<file path="src/rtl/muldiv_pkg.sv">
// muldiv_pkg: shared op encodings, FSM states and default width for the RV32M muldiv sequencer.
package muldiv_pkg;
    localparam int XLEN_DEF = 32;
    localparam logic [2:0] OP_MUL    = 3'b000;
    localparam logic [2:0] OP_MULH   = 3'b001;
    localparam logic [2:0] OP_MULHSU = 3'b010;
    localparam logic [2:0] OP_MULHU  = 3'b011;
    localparam logic [2:0] OP_DIV    = 3'b100;
    localparam logic [2:0] OP_DIVU   = 3'b101;
    localparam logic [2:0] OP_REM    = 3'b110;
    localparam logic [2:0] OP_REMU   = 3'b111;
    typedef enum logic [2:0] {IDLE, PREP, CALC, FIX, DONE} state_e;
endpackage

</file>
<file path="src/rtl/muldiv_seq_if.sv">
// muldiv_seq_if: request/response bundle between EX stage (master) and the muldiv sequencer (slave).
interface muldiv_seq_if
    import muldiv_pkg::*;
#(
    parameter int XLEN = XLEN_DEF
);
    logic            start;
    logic [2:0]      op;
    logic [XLEN-1:0] rs1;
    logic [XLEN-1:0] rs2;
    logic            flush;
    logic            busy;
    logic            done;
    logic [XLEN-1:0] result;
    modport master(output start, op, rs1, rs2, flush, input busy, done, result);
    modport slave(input start, op, rs1, rs2, flush, output busy, done, result);
endinterface

</file>
<file path="src/rtl/muldiv_step.sv">
// muldiv_step: one iteration of shift-add multiply or restoring shift-subtract divide on a shared accumulator.
module muldiv_step
    import muldiv_pkg::*;
#(
    parameter int XLEN = XLEN_DEF
) (
    input  logic            is_div_i,
    input  logic [XLEN-1:0] m_i,
    input  logic [2*XLEN:0] acc_i,
    output logic [2*XLEN:0] acc_o
);
    logic [XLEN:0] sum, top, diff;
    logic          ge;
    always_comb begin
        sum   = acc_i[2*XLEN:XLEN] + (acc_i[0] ? {1'b0, m_i} : '0);
        top   = acc_i[2*XLEN-1:XLEN-1];
        ge    = top >= {1'b0, m_i};
        diff  = top - {1'b0, m_i};
        acc_o = is_div_i ? (ge ? {diff, acc_i[XLEN-2:0], 1'b1} : {acc_i[2*XLEN-1:0], 1'b0})
                         : {1'b0, sum, acc_i[XLEN-1:1]};
    end
endmodule

</file>
<file path="src/rtl/muldiv_seq.sv">
// muldiv_seq: multi-cycle RV32M multiply/divide sequencer with start/busy/done handshake.
// Define MULDIV_EARLY_OUT_EN to let MUL* ops leave CALC once the remaining multiplier bits are zero.
module muldiv_seq
    import muldiv_pkg::*;
#(
    parameter int XLEN  = XLEN_DEF,
    parameter int CNT_W = $clog2(XLEN) + 1
) (
    input logic         clk,
    input logic         rst,
    muldiv_seq_if.slave bus
);
    state_e            state_q;
    logic [2:0]        op_q;
    logic [XLEN-1:0]   a_q, b_q, m_q, res_q;
    logic [2*XLEN:0]   acc_q, acc_d;
    logic [CNT_W-1:0]  cnt_q;
    logic              busy_q, done_q;
    logic              is_div, is_rem, mul_hi, sgn_a, sgn_b, neg_a, neg_b, dz, ovf, early, skip;
    logic [XLEN-1:0]   a_mag, b_mag, q_fix, r_fix, res_fix, spec_res;
    logic [2*XLEN-1:0] prod, prod_fix;
`ifdef MULDIV_EARLY_OUT_EN
    logic [CNT_W-1:0]  cnt_n;
    logic [XLEN-1:0]   mask;
`endif

    muldiv_step #(.XLEN(XLEN)) u_step (
        .is_div_i(is_div),
        .m_i     (m_q),
        .acc_i   (acc_q),
        .acc_o   (acc_d)
    );

    always_comb begin
        is_div   = op_q inside {OP_DIV, OP_DIVU, OP_REM, OP_REMU};
        is_rem   = op_q inside {OP_REM, OP_REMU};
        mul_hi   = op_q inside {OP_MULH, OP_MULHSU, OP_MULHU};
        sgn_a    = op_q inside {OP_MUL, OP_MULH, OP_MULHSU, OP_DIV, OP_REM};
        sgn_b    = op_q inside {OP_MUL, OP_MULH, OP_DIV, OP_REM};
        neg_a    = sgn_a & a_q[XLEN-1];
        neg_b    = sgn_b & b_q[XLEN-1];
        a_mag    = neg_a ? -a_q : a_q;
        b_mag    = neg_b ? -b_q : b_q;
        dz       = is_div && b_q == '0;
        ovf      = is_div && sgn_a && a_q == {1'b1, {(XLEN-1){1'b0}}} && b_q == '1;
        spec_res = dz ? (is_rem ? a_q : '1) : (is_rem ? '0 : a_q);
`ifdef MULDIV_EARLY_OUT_EN
        // Bits below cnt_n in the low half are the multiplier bits still to be consumed.
        cnt_n    = cnt_q - 1'b1;
        mask     = ~({XLEN{1'b1}} << cnt_n);
        early    = !is_div && (acc_d[XLEN-1:0] & mask) == '0;
        skip     = !is_div && b_mag == '0;
        prod     = acc_q[2*XLEN-1:0] >> cnt_q;
`else
        early    = 1'b0;
        skip     = 1'b0;
        prod     = acc_q[2*XLEN-1:0];
`endif
        prod_fix = (neg_a ^ neg_b) ? -prod : prod;
        q_fix    = (neg_a ^ neg_b) ? -acc_q[XLEN-1:0] : acc_q[XLEN-1:0];
        r_fix    = neg_a ? -acc_q[2*XLEN-1:XLEN] : acc_q[2*XLEN-1:XLEN];
        res_fix  = is_div ? (is_rem ? r_fix : q_fix)
                          : (mul_hi ? prod_fix[2*XLEN-1:XLEN] : prod_fix[XLEN-1:0]);
    end

    always_ff @(posedge clk or posedge rst) begin
        if (rst) begin
            state_q <= IDLE;
            op_q    <= '0;
            a_q     <= '0;
            b_q     <= '0;
            m_q     <= '0;
            acc_q   <= '0;
            cnt_q   <= '0;
            res_q   <= '0;
            busy_q  <= 1'b0;
            done_q  <= 1'b0;
        end else if (bus.flush) begin
            state_q <= IDLE;
            busy_q  <= 1'b0;
            done_q  <= 1'b0;
        end else begin
            case (state_q)
                IDLE, DONE: begin
                    done_q  <= 1'b0;
                    state_q <= bus.start ? PREP : IDLE;
                    busy_q  <= bus.start;
                    if (bus.start) begin
                        op_q <= bus.op;
                        a_q  <= bus.rs1;
                        b_q  <= bus.rs2;
                    end
                end
                PREP: begin
                    m_q   <= is_div ? b_mag : a_mag;
                    acc_q <= {{(XLEN+1){1'b0}}, is_div ? a_mag : b_mag};
                    cnt_q <= CNT_W'(XLEN);
                    if (dz || ovf) begin
                        res_q   <= spec_res;
                        busy_q  <= 1'b0;
                        done_q  <= 1'b1;
                        state_q <= DONE;
                    end else begin
                        state_q <= skip ? FIX : CALC;
                    end
                end
                CALC: begin
                    acc_q <= acc_d;
                    cnt_q <= cnt_q - 1'b1;
                    if (cnt_q == CNT_W'(1) || early) state_q <= FIX;
                end
                FIX: begin
                    res_q   <= res_fix;
                    busy_q  <= 1'b0;
                    done_q  <= 1'b1;
                    state_q <= DONE;
                end
                default: state_q <= IDLE;
            endcase
        end
    end

    assign bus.busy   = busy_q;
    assign bus.done   = done_q;
    assign bus.result = res_q;
endmodule
</file>
<file path="src/flat_wrapper.sv">
// flat-port wrapper written by rule: the top's interface ports become plain ports
module muldiv_seq_flat import muldiv_pkg::*;
#(
    parameter int XLEN  = XLEN_DEF,
    parameter int CNT_W = $clog2(XLEN) + 1
)
  (clk, rst, bus_start, bus_op, bus_rs1, bus_rs2, bus_flush, bus_busy, bus_done, bus_result);
  muldiv_seq_if #(.XLEN(XLEN)) bus_i ();
  input logic clk;
  input logic rst;
  input wire logic [$bits(bus_i.start)-1:0] bus_start;
  input wire logic [$bits(bus_i.op)-1:0] bus_op;
  input wire logic [$bits(bus_i.rs1)-1:0] bus_rs1;
  input wire logic [$bits(bus_i.rs2)-1:0] bus_rs2;
  input wire logic [$bits(bus_i.flush)-1:0] bus_flush;
  output wire logic [$bits(bus_i.busy)-1:0] bus_busy;
  output wire logic [$bits(bus_i.done)-1:0] bus_done;
  output wire logic [$bits(bus_i.result)-1:0] bus_result;
  assign bus_i.start = bus_start;
  assign bus_i.op = bus_op;
  assign bus_i.rs1 = bus_rs1;
  assign bus_i.rs2 = bus_rs2;
  assign bus_i.flush = bus_flush;
  assign bus_busy = bus_i.busy;
  assign bus_done = bus_i.done;
  assign bus_result = bus_i.result;
  muldiv_seq #(.XLEN(XLEN), .CNT_W(CNT_W)) u_core (.clk(clk), .rst(rst), .bus(bus_i));
endmodule
</file>
<file path="config.mk">
export PLATFORM = sky130hd
export DESIGN_NAME = muldiv_seq_flat
export DESIGN_NICKNAME = d
export VERILOG_FILES = /design/src/rtl/muldiv_pkg.sv /design/src/rtl/muldiv_seq_if.sv /design/src/rtl/muldiv_step.sv /design/src/rtl/muldiv_seq.sv /design/src/flat_wrapper.sv
export SDC_FILE = /design/constraint.sdc
export NUM_CORES = 1
export LEC_CHECK = 0
export CORE_MARGIN = 4
export CORE_UTILIZATION = 50
export CTS_CLUSTER_DIAMETER = 50
export CTS_CLUSTER_SIZE = 8
export DETAILED_ROUTE_END_ITERATION = 10
export PLACE_DENSITY = 0.69
export SYNTH_ARGS = -nofsm -noshare
export SYNTH_HDL_FRONTEND = slang
export SYNTH_SLANG_ARGS = --single-unit
export TNS_END_PERCENT = 5
</file>
<file path="constraint.sdc">
create_clock -name clk -period 9.6 [get_ports clk]
set_input_delay 1.92 -clock clk [delete_from_list [all_inputs] [get_ports clk]]
set_output_delay 1.92 -clock clk [all_outputs]
set_load 0.05 [all_outputs]
</file>
# After elaboration in Yosys (flattened, before gate mapping)
# Cells that the tools add are included.
[classes]
eq_ne = 17
n_bitwise = 4
mux = 31
reduce_logical = 22
order_cmp = 1
add_sub_neg = 8
[ops]
columns = ["cell", "count"]
rows = [
  ["32-bit 2-to-1 mux", 14],
  ["65-bit 2-to-1 mux", 2],
  ["65-bit one-hot mux with 2 select lines", 1],
  ["32-bit negation", 4],
  ["32-bit == test, second input constant", 2],
  ["64-bit 2-to-1 mux", 1],
  ["64-bit negation", 1],
  ["32-bit one-hot mux with 2 select lines", 1],
  ["33-bit adder", 1],
  ["33-bit by 32-bit greater-or-equal comparator with 1-bit output", 1],
  ["33-bit by 32-bit subtractor with 33-bit output", 1],
  ["32-bit zero test", 1],
  ["3-bit == test, second input constant", 5],
  ["3-bit by 2-bit == test with 1-bit output, second input constant", 4],
  ["3-bit one-hot mux with 4 select lines", 1],
  ["6-bit one-hot mux with 2 select lines", 1],
  ["4-bit nonzero test", 3],
  ["3-bit 2-to-1 mux", 3],
  ["3-bit by 1-bit == test with 1-bit output, second input constant", 2],
  ["6-bit by 1-bit == test with 1-bit output, second input constant", 1],
  ["3-bit zero test", 2],
  ["3-bit by 2-bit inequality test with 1-bit output, second input constant", 2],
  ["1-bit one-hot mux with 3 select lines", 2],
  ["2-bit AND reduction", 3],
  ["13 further kinds", 24],
]
[word_totals]
regBits = 207

# Depth between registers and ports, before layout
# Gate-level depths: netlist of the first run.
[logic_depth]
ltp_word = 9
ltp_mapped = 16
ltp_nobuf = 14

# Modules after synthesis
# Synthesis of the first run repeated with hierarchy kept, for this count alone.
[unflattened]
cells_unflattened = 2168
hier_area_um2 = 17958.5
[by_module_without_submodules]
columns = ["mod", "n_inst", "cells_each", "area_each_um2"]
rows = [
  ["muldiv_seq", 1, 1479, 13097.6],
  ["muldiv_step", 1, 689, 4860.9],
]

# Least setup slack after synthesis of the first run
# OpenSTA, ideal clock, no wires.
[synth_timing]
kind = "input to register"
startpoint = "input port bus_flush"
endpoint = "register u_core.a_q[10]"
t_arrival_ns = 3.328
slack_ns = 6.147
stages = 4
cell_sequence = "nor4b_1 > clkbuf_1 > clkbuf_1 > mux2_2"
[synth_via]
elab_chain_len = 2
[synth_rtl]
columns = ["element", "line_no", "source"]
rows = [
  ["start, declared", "flat_wrapper.sv:15", "input wire logic [$bits(bus_i.flush)-1:0] bus_flush;"],
  ["1-bit inverter (no source line)", "n/a", ""],
  ["3-bit AND reduction (no source line)", "n/a", ""],
  ["end signal, assigned", "muldiv_seq.sv:90", "a_q <= bus.rs1;"],
  ["end, declared", "muldiv_seq.sv:15", "logic [XLEN-1:0] a_q, b_q, m_q, res_q;"],
]
# Every way passes these cells.
# A chain may end at the register's enable or synchronous reset.

# Final worst setup path of the first run
[layout_timing]
startpoint = "register u_core.acc_q[47]"
endpoint = "register u_core.acc_q[63]"
[layout_via]
elab_chain_len = 4
elab_cells_between_ends = 6
[layout_rtl]
columns = ["element", "line_no", "source"]
rows = [
  ["start, declared", "muldiv_seq.sv:16", "logic [2*XLEN:0] acc_q, acc_d;"],
  ["start signal, assigned", "muldiv_seq.sv:96", "acc_q <= {{(XLEN+1){1'b0}}, is_div ? a_mag : b_mag};"],
  ["33-bit by 32-bit subtractor with 33-bit output or 33-bit by 32-bit greater-or-equal comparator with 1-bit output (tied branches)", "muldiv_step.sv:18, muldiv_step.sv:17", ""],
  ["65-bit 2-to-1 mux", "muldiv_step.sv:19", "acc_o = is_div_i ? (ge ? {diff, acc_i[XLEN-2:0], 1'b1} : {acc_i[2*XLEN-1:0], 1'b0})"],
  ["65-bit 2-to-1 mux (*)", "muldiv_step.sv:19", ""],
  ["65-bit one-hot mux with 2 select lines (*)", "muldiv_seq.sv:83", "case (state_q)"],
]
# Every way passes the cells marked *; elsewhere a longest branch is shown, timed or not.

==> flow_metrics.env, run 1 <==
export IMPL_syn_cell_area_um2=17200
export IMPL_hold_path_class="flop to flop"
export IMPL_via_count=17062
export IMPL_clock_path_buffers=3
export IMPL_grt_total_usage=0.312
export IMPL_final_nets=2272
export IMPL_detail_route_antenna_nets=0
export IMPL_drt_iter0_drc=1654
export IMPL_finalPower_mw=6.39
export IMPL_p_leak_nw=8.04
export IMPL_cts_buffers=35
export IMPL_tightest_slew_ns=1.08
export IMPL_yosys_area_top_type_share=0.301
export IMPL_fin_setup_tns_ns=0
export IMPL_power_share_clock=0.184
export IMPL_p_per_area_nw_per_um2=330
export IMPL_dp_hpwl_um=45300
export IMPL_synth_top_area_cell="dfrtp_1"
export IMPL_min_period_over_period=0.435
export IMPL_cts_tree="yes"
export IMPL_synth_seq_cells=207
export IMPL_layout_area_seq_um2=5180
export IMPL_fmax_ghz=0.239
export IMPL_place_gp_congestion=0.990
export IMPL_slew_violations=0
export IMPL_ys_top_cells_by_count="nand2_1 (215), nor2_1 (215), dfrtp_1 (207), o21ai_0 (185), a21oi_1 (182)"
export IMPL_worstSetupPathType="flop to flop"
export IMPL_slew_headroom=0.279
export IMPL_n_fill_cell=3096
export IMPL_detail_route_vias_per_cell=6.59
export IMPL_ys_seq_area_frac=0.301
export IMPL_fp_dieH_um=193
export IMPL_fp_coreArea_um2=33700
export IMPL_crit_required_ns=9.97
export IMPL_initial_core_util=0.510
export IMPL_synth_edff_count=0
export IMPL_synth_area_per_cell_um2=8.09
export IMPL_synth_async_reset_ratio=1.00
export IMPL_critPathLaunchType="flop"
export IMPL_grt_max_degree=133
export IMPL_crit_arrival_ns=4.55
export IMPL_ys_types=84
export IMPL_synth_ff_type="dfrtp_1"
export IMPL_areaGrowthSynthToFinish_pct=12.7
export IMPL_hold_violations=0
export IMPL_p_int_mw=3.21
export IMPL_rows=67
export IMPL_power_frac_comb=0.549
export IMPL_multi_input_area_um2=11100
export IMPL_route_detailed_drc=0
export IMPL_h_tree_depth=2
export IMPL_wl_per_cell_um=23.7
export IMPL_post_cts_buffers=0
export IMPL_r2r_setup_slack_ns=5.42
export IMPL_syn_num_nets=2269
export IMPL_ys_top_cells_by_area="dfrtp_1 (30%), o21ai_0 (5.4%), a21oi_1 (5.3%)"
export IMPL_clkSinkCount=207
export IMPL_n_antenna_cell=0
export IMPL_maxCapViolCount=0
export IMPL_path_clk_slew_ns=0.05
export IMPL_r2r_start="u_core.acc_q[47]"
export IMPL_grt_pass1_vias=16185
export IMPL_grt_overflow=0
export IMPL_port_buffer_count=104
export IMPL_drive_above_1_share=0.0757
export IMPL_antenna_found_initial=1
export IMPL_die_area_um2=37400
export IMPL_vdd_drop_max_mv=0.140
export IMPL_clockRootBuffer="clkbuf_16"
export IMPL_crit_path_start="u_core.acc_q[47]"
export IMPL_io_pins=105
export IMPL_power_switching_mw=3.18
export IMPL_finalCriticalPeriod_ns=4.18
export IMPL_fin_worst_skew_ns=0.0161
export IMPL_routed_wl_um=61300
export IMPL_finalSetupViolCount=0
export IMPL_synthCells=2125
export IMPL_status="completed"
export IMPL_cts_repair_resized=0
export IMPL_crit_fanout=27
export IMPL_min_delay_start="u_core.bus.result[16]"
export IMPL_drt_pass1_iter_count=7
export IMPL_dieWidth_um=193
export IMPL_seq_power_share=0.267
export IMPL_p_sw_frac=0.498
export IMPL_clk_latency_ns=0.52
export IMPL_end_kind="flop"
export IMPL_yosysWarnings=0
export IMPL_grt_pass1_wl_um=93900
export IMPL_cts_hold_buf=0
export IMPL_grt_setup_unrepaired="no"
==> stage by stage <==
step           hold slack [ns]  instance area, um^2  cells  worst slack, ns  utilization
2_1_floorplan            0.450                17200   2125             2.03            -
3_3_place_gp             0.464                18300   2539             5.21        0.543
3_5_place_dp             0.469                18300   2539             5.17        0.543
4_1_cts                  0.480                19400   2588             5.46        0.575
5_1_grt                  0.501                19400   2588             5.10        0.575
6_report                 0.477                19400   2588             5.42        0.575
==> power by group through the flow <==
stage | combinational (mW) | sequential, mW | clock, mW
after CTS | 3.44 | 1.67 | 1.19
after floorplan | 2.51 | 1.52 | 0
after global placement | 3.39 | 1.67 | 0
after detailed placement | 3.42 | 1.69 | 0
after global routing | 3.80 | 1.73 | 1.23
final | 3.51 | 1.70 | 1.18
==> critical path, cell delays in order (launching register included) <==
cell and delay (ns):
dfrtp_1 0.57, ha_1 0.51, and3_1 0.24, nor3b_1 0.34, nand2_1 0.19, nor4_1 0.30
a21o_1 0.15, o21a_1 0.50, buf_4 0.49, mux2_2 0.38, a221oi_1 0.29, a21oi_1 0.07
==> placed cells by master, fill, tap and decap left out, types with 8 or more instances in the layout <==
master	instances
a221o_1	13
inv_1	66
mux2i_1	58
dfrtp_1	206
clkbuf_16	35
a21o_1	30
a211oi_1	15
a21oi_1	182
ha_1	71
o211ai_1	17
o21ai_0	185
clkdlybuf4s50_1	104
xor2_1	89
nor2_1	214
o21a_1	12
buf_4	18
o221ai_1	45
nand2_1	215
o41ai_1	14
mux2_2	63
or3_1	16
nand2b_1	15
and2_1	12
xnor2_1	90
a22oi_1	8
or4_1	15
o22ai_1	17
and3_1	11
nand4_1	23
o31ai_1	34
a31oi_1	13
nand3_1	37
nor4_1	18
nor3_1	39
==> flip-flops by register name, summed over array words and instances (netlist names) <==
signal             cells
u_core.a_q            32
u_core.acc_q          65
u_core.b_q            32
u_core.bus.busy        1
u_core.bus.done        1
u_core.bus.result     32
u_core.cnt_q           6
u_core.m_q            32
u_core.op_q            3
u_core.state_q         3
==> kinds of logic after synthesis <==
logic type                 share of synthesized area
buffers and inverters                         0.0531
and+or+nand+nor                                0.180
DFF                                            0.301
muxes                                         0.0757
AOI/OAI and AO/OA                              0.244
xor gates and xnor gates                      0.0912
adders and majority gates                     0.0540
==> layer usage <==
metal,vias to the layer above,track usage,share of wire
met5,-,0.00766,0.00078
met2,956,0.466,0.43
met3,193,0.0739,0.10
li1,7718,-,-
met1,8191,0.427,0.42
met4,4,0.153,0.059
==> area by class of cell <==
class | instances | area share
clock buffer | 42 | 0.0492
sequential | 207 | 0.268
clock inverter | 7 | 0.00581
multi-input combinational | 1694 | 0.574
inverter | 68 | 0.0136
tap | 448 | 0.0289
timing repair buffer | 122 | 0.0607
==> final timing paths <==
path	endpoint	cells past startpoint
min in group asynchronous	u_core.b_q[4]	2
worst min-delay path	u_core.bus.result[16]	2
worst min register to register	u_core.bus.result[16]	2
worst max register to register	u_core.acc_q[63]	11
worst max-delay path	u_core.acc_q[63]	11
max in group asynchronous	u_core.op_q[2]	3
No activity file was read; power rests on OpenSTA's default activity.
==> run 2, diff against run 1 <==
Settings changed: PLACE_DENSITY 0.69 to 0.72.
Clock period 9.6 ns to 3.8 ns, I/O delays scaled along.
==> run 2 against run 1 <==
Register-to-register slack worse by 5.3 ns. Combinational power rose to 2.8 times the previous value. Global-route usage rose by 2.1 points. Highest routed layer is now met4.
==> flow_metrics.env, run 2 (synthesis gave the netlist of run 1 again) <==
export IMPL_hold_violations=0
export IMPL_io_pins=105
export IMPL_antenna_found_initial=1
export IMPL_grt_max_degree=106
export IMPL_port_buffer_count=104
export IMPL_dieWidth_um=193
export IMPL_postLayoutCoreUtil=0.602
export IMPL_drive_above_1_share=0.112
export IMPL_min_period_over_period=0.971
export IMPL_via_count=17300
export IMPL_wl_per_cell_um=24.2
export IMPL_grt_pass1_wl_um=99100
export IMPL_crit_required_ns=4.19
export IMPL_n_fill_cell=3086
export IMPL_path_clk_slew_ns=0.05
export IMPL_finalSetupViolCount=0
export IMPL_clkSinkCount=207
export IMPL_slowest_stage="or3_1"
export IMPL_post_cts_buffers=0
export IMPL_slowest_delay_ns=0.47
export IMPL_tightest_slew_ns=0.979
export IMPL_clock_path_buffers=3
export IMPL_grt_total_usage=0.334
export IMPL_fin_worst_skew_ns=0.0153
export IMPL_worst_path_dominant_cell_family="simple AND/OR/NAND/NOR gates"
export IMPL_fp_coreArea_um2=33700
export IMPL_fin_setup_tns_ns=0
export IMPL_slew_headroom=0.347
export IMPL_rows=67
export IMPL_detail_route_vias_per_cell=6.46
export IMPL_grt_setup_unrepaired="yes"
export IMPL_dp_cells=2614
export IMPL_drt_iter0_drc=2019
export IMPL_crit_path_start="u_core.acc_q[33]"
export IMPL_status="completed"
export IMPL_place_gp_congestion=1.02
export IMPL_p_leak_nw=8.56
export IMPL_detail_route_antenna_nets=0
export IMPL_worstSetupPathType="flop to flop"
export IMPL_fmax_ghz=0.271
export IMPL_initial_core_util=0.510
export IMPL_whs_ns=0.468
export IMPL_route_detailed_drc=0
export IMPL_dp_hpwl_um=49500
export IMPL_fin_ws_ns=0.111
export IMPL_min_delay_start="u_core.bus.result[25]"
export IMPL_maxCapViolCount=0
export IMPL_regMostFlops="u_core.acc_q"
export IMPL_areaGrowthSynthToFinish_pct=17.9
export IMPL_drt_pass1_iter_count=8
export IMPL_final_common_cell="nand2_1"
export IMPL_dpl_worst_slack_ns=0.00355
export IMPL_fp_dieH_um=193
export IMPL_p_per_area_nw_per_um2=851
export IMPL_largest_reg_flops=65
export IMPL_finalPower_mw=17.3
export IMPL_vdd_drop_max_mv=0.417
export IMPL_die_area_um2=37400
export IMPL_finalCriticalPeriod_ns=3.69
export IMPL_path_buf_inv=1
export IMPL_hold_path_class="flop to flop"
export IMPL_slew_violations=0
export IMPL_r2r_start="u_core.acc_q[33]"
export IMPL_crit_arrival_ns=4.08
export IMPL_placed_cell_area_um2=19000
export IMPL_fin_cells=2676
export IMPL_end_kind="flop"
export IMPL_grt_pass1_vias=16551
export IMPL_grt_overflow=0
export IMPL_crit_fanout=7
export IMPL_cts_tree="yes"
export IMPL_cts_buffers=39
export IMPL_clockRootBuffer="clkbuf_16"
export IMPL_routed_wl_um=64700
export IMPL_h_tree_depth=2
export IMPL_critPathLaunchType="flop"
export IMPL_final_cell_mix="nand2_1 (215), nor2_1 (214), dfrtp_1 (205)"
export IMPL_design_area_um2=20300
export IMPL_cp_cell_sequence="inv_1 -> ha_1 -> or3b_1 -> or3_1 -> nor4_4 -> nand2_1 -> nor3_1 -> nor2_1 -> xor2_1 -> a222oi_1 -> o221ai_1"
export IMPL_clk_latency_ns=0.55
export IMPL_final_nets=2351
==> run 2: power breakdown <==
group | switching, mW | internal [mW] | total, mW | leakage (nW)
Clock | 1.20 | 2.36 | 3.56 | 0.630
Sequential | 1.04 | 2.92 | 3.96 | 2.61
Combinational | 6.10 | 3.64 | 9.74 | 5.33
==> run 2: what timing repair did <==
action                     in CTS  in global routing
hold buffers                    0                  0
gates resized for setup         1                  3
setup endpoints to repair       1                  4
pin swaps                       0                  1
==> run 2: worst min-delay path, cell delays in order (launching register included) <==
cell and delay (ns):
dfrtp_1 0.33, nand2_1 0.05, o31ai_1 0.05
==> run 2: worst paths after layout <==
kind | endpoint | slack (ns) | depth (start not counted)
worst max-delay path | u_core.bus.result[30] | 0.11 | 11
worst max register to register | u_core.bus.result[30] | 0.11 | 11
min in group asynchronous | u_core.m_q[4] | 0.64 | 2
max in group asynchronous | u_core.bus.result[25] | 2.29 | 3
worst min-delay path | u_core.bus.result[25] | 0.47 | 2
worst min register to register | u_core.bus.result[25] | 0.47 | 2
==> run 2: cell type report <==
type	instances	area, um^2	share of cell area
diodes	2	5.00	0.000247
flip-flops and latches	207	5180	0.256
repair buffers	197	1830	0.0901
clock buffers	46	1050	0.0520
inverters	68	259	0.0128
clock inverters	14	244	0.0120
multi-input cells	1694	11100	0.549
well taps	448	561	0.0277
==> run 2: metal layers <==
metal	track usage	wire, um	up-vias
li1	-	-	7912
met1	0.462	27700	8258
met2	0.500	27600	930
met3	0.0624	5560	200
met4	0.171	3810	0
met5	0	0	-
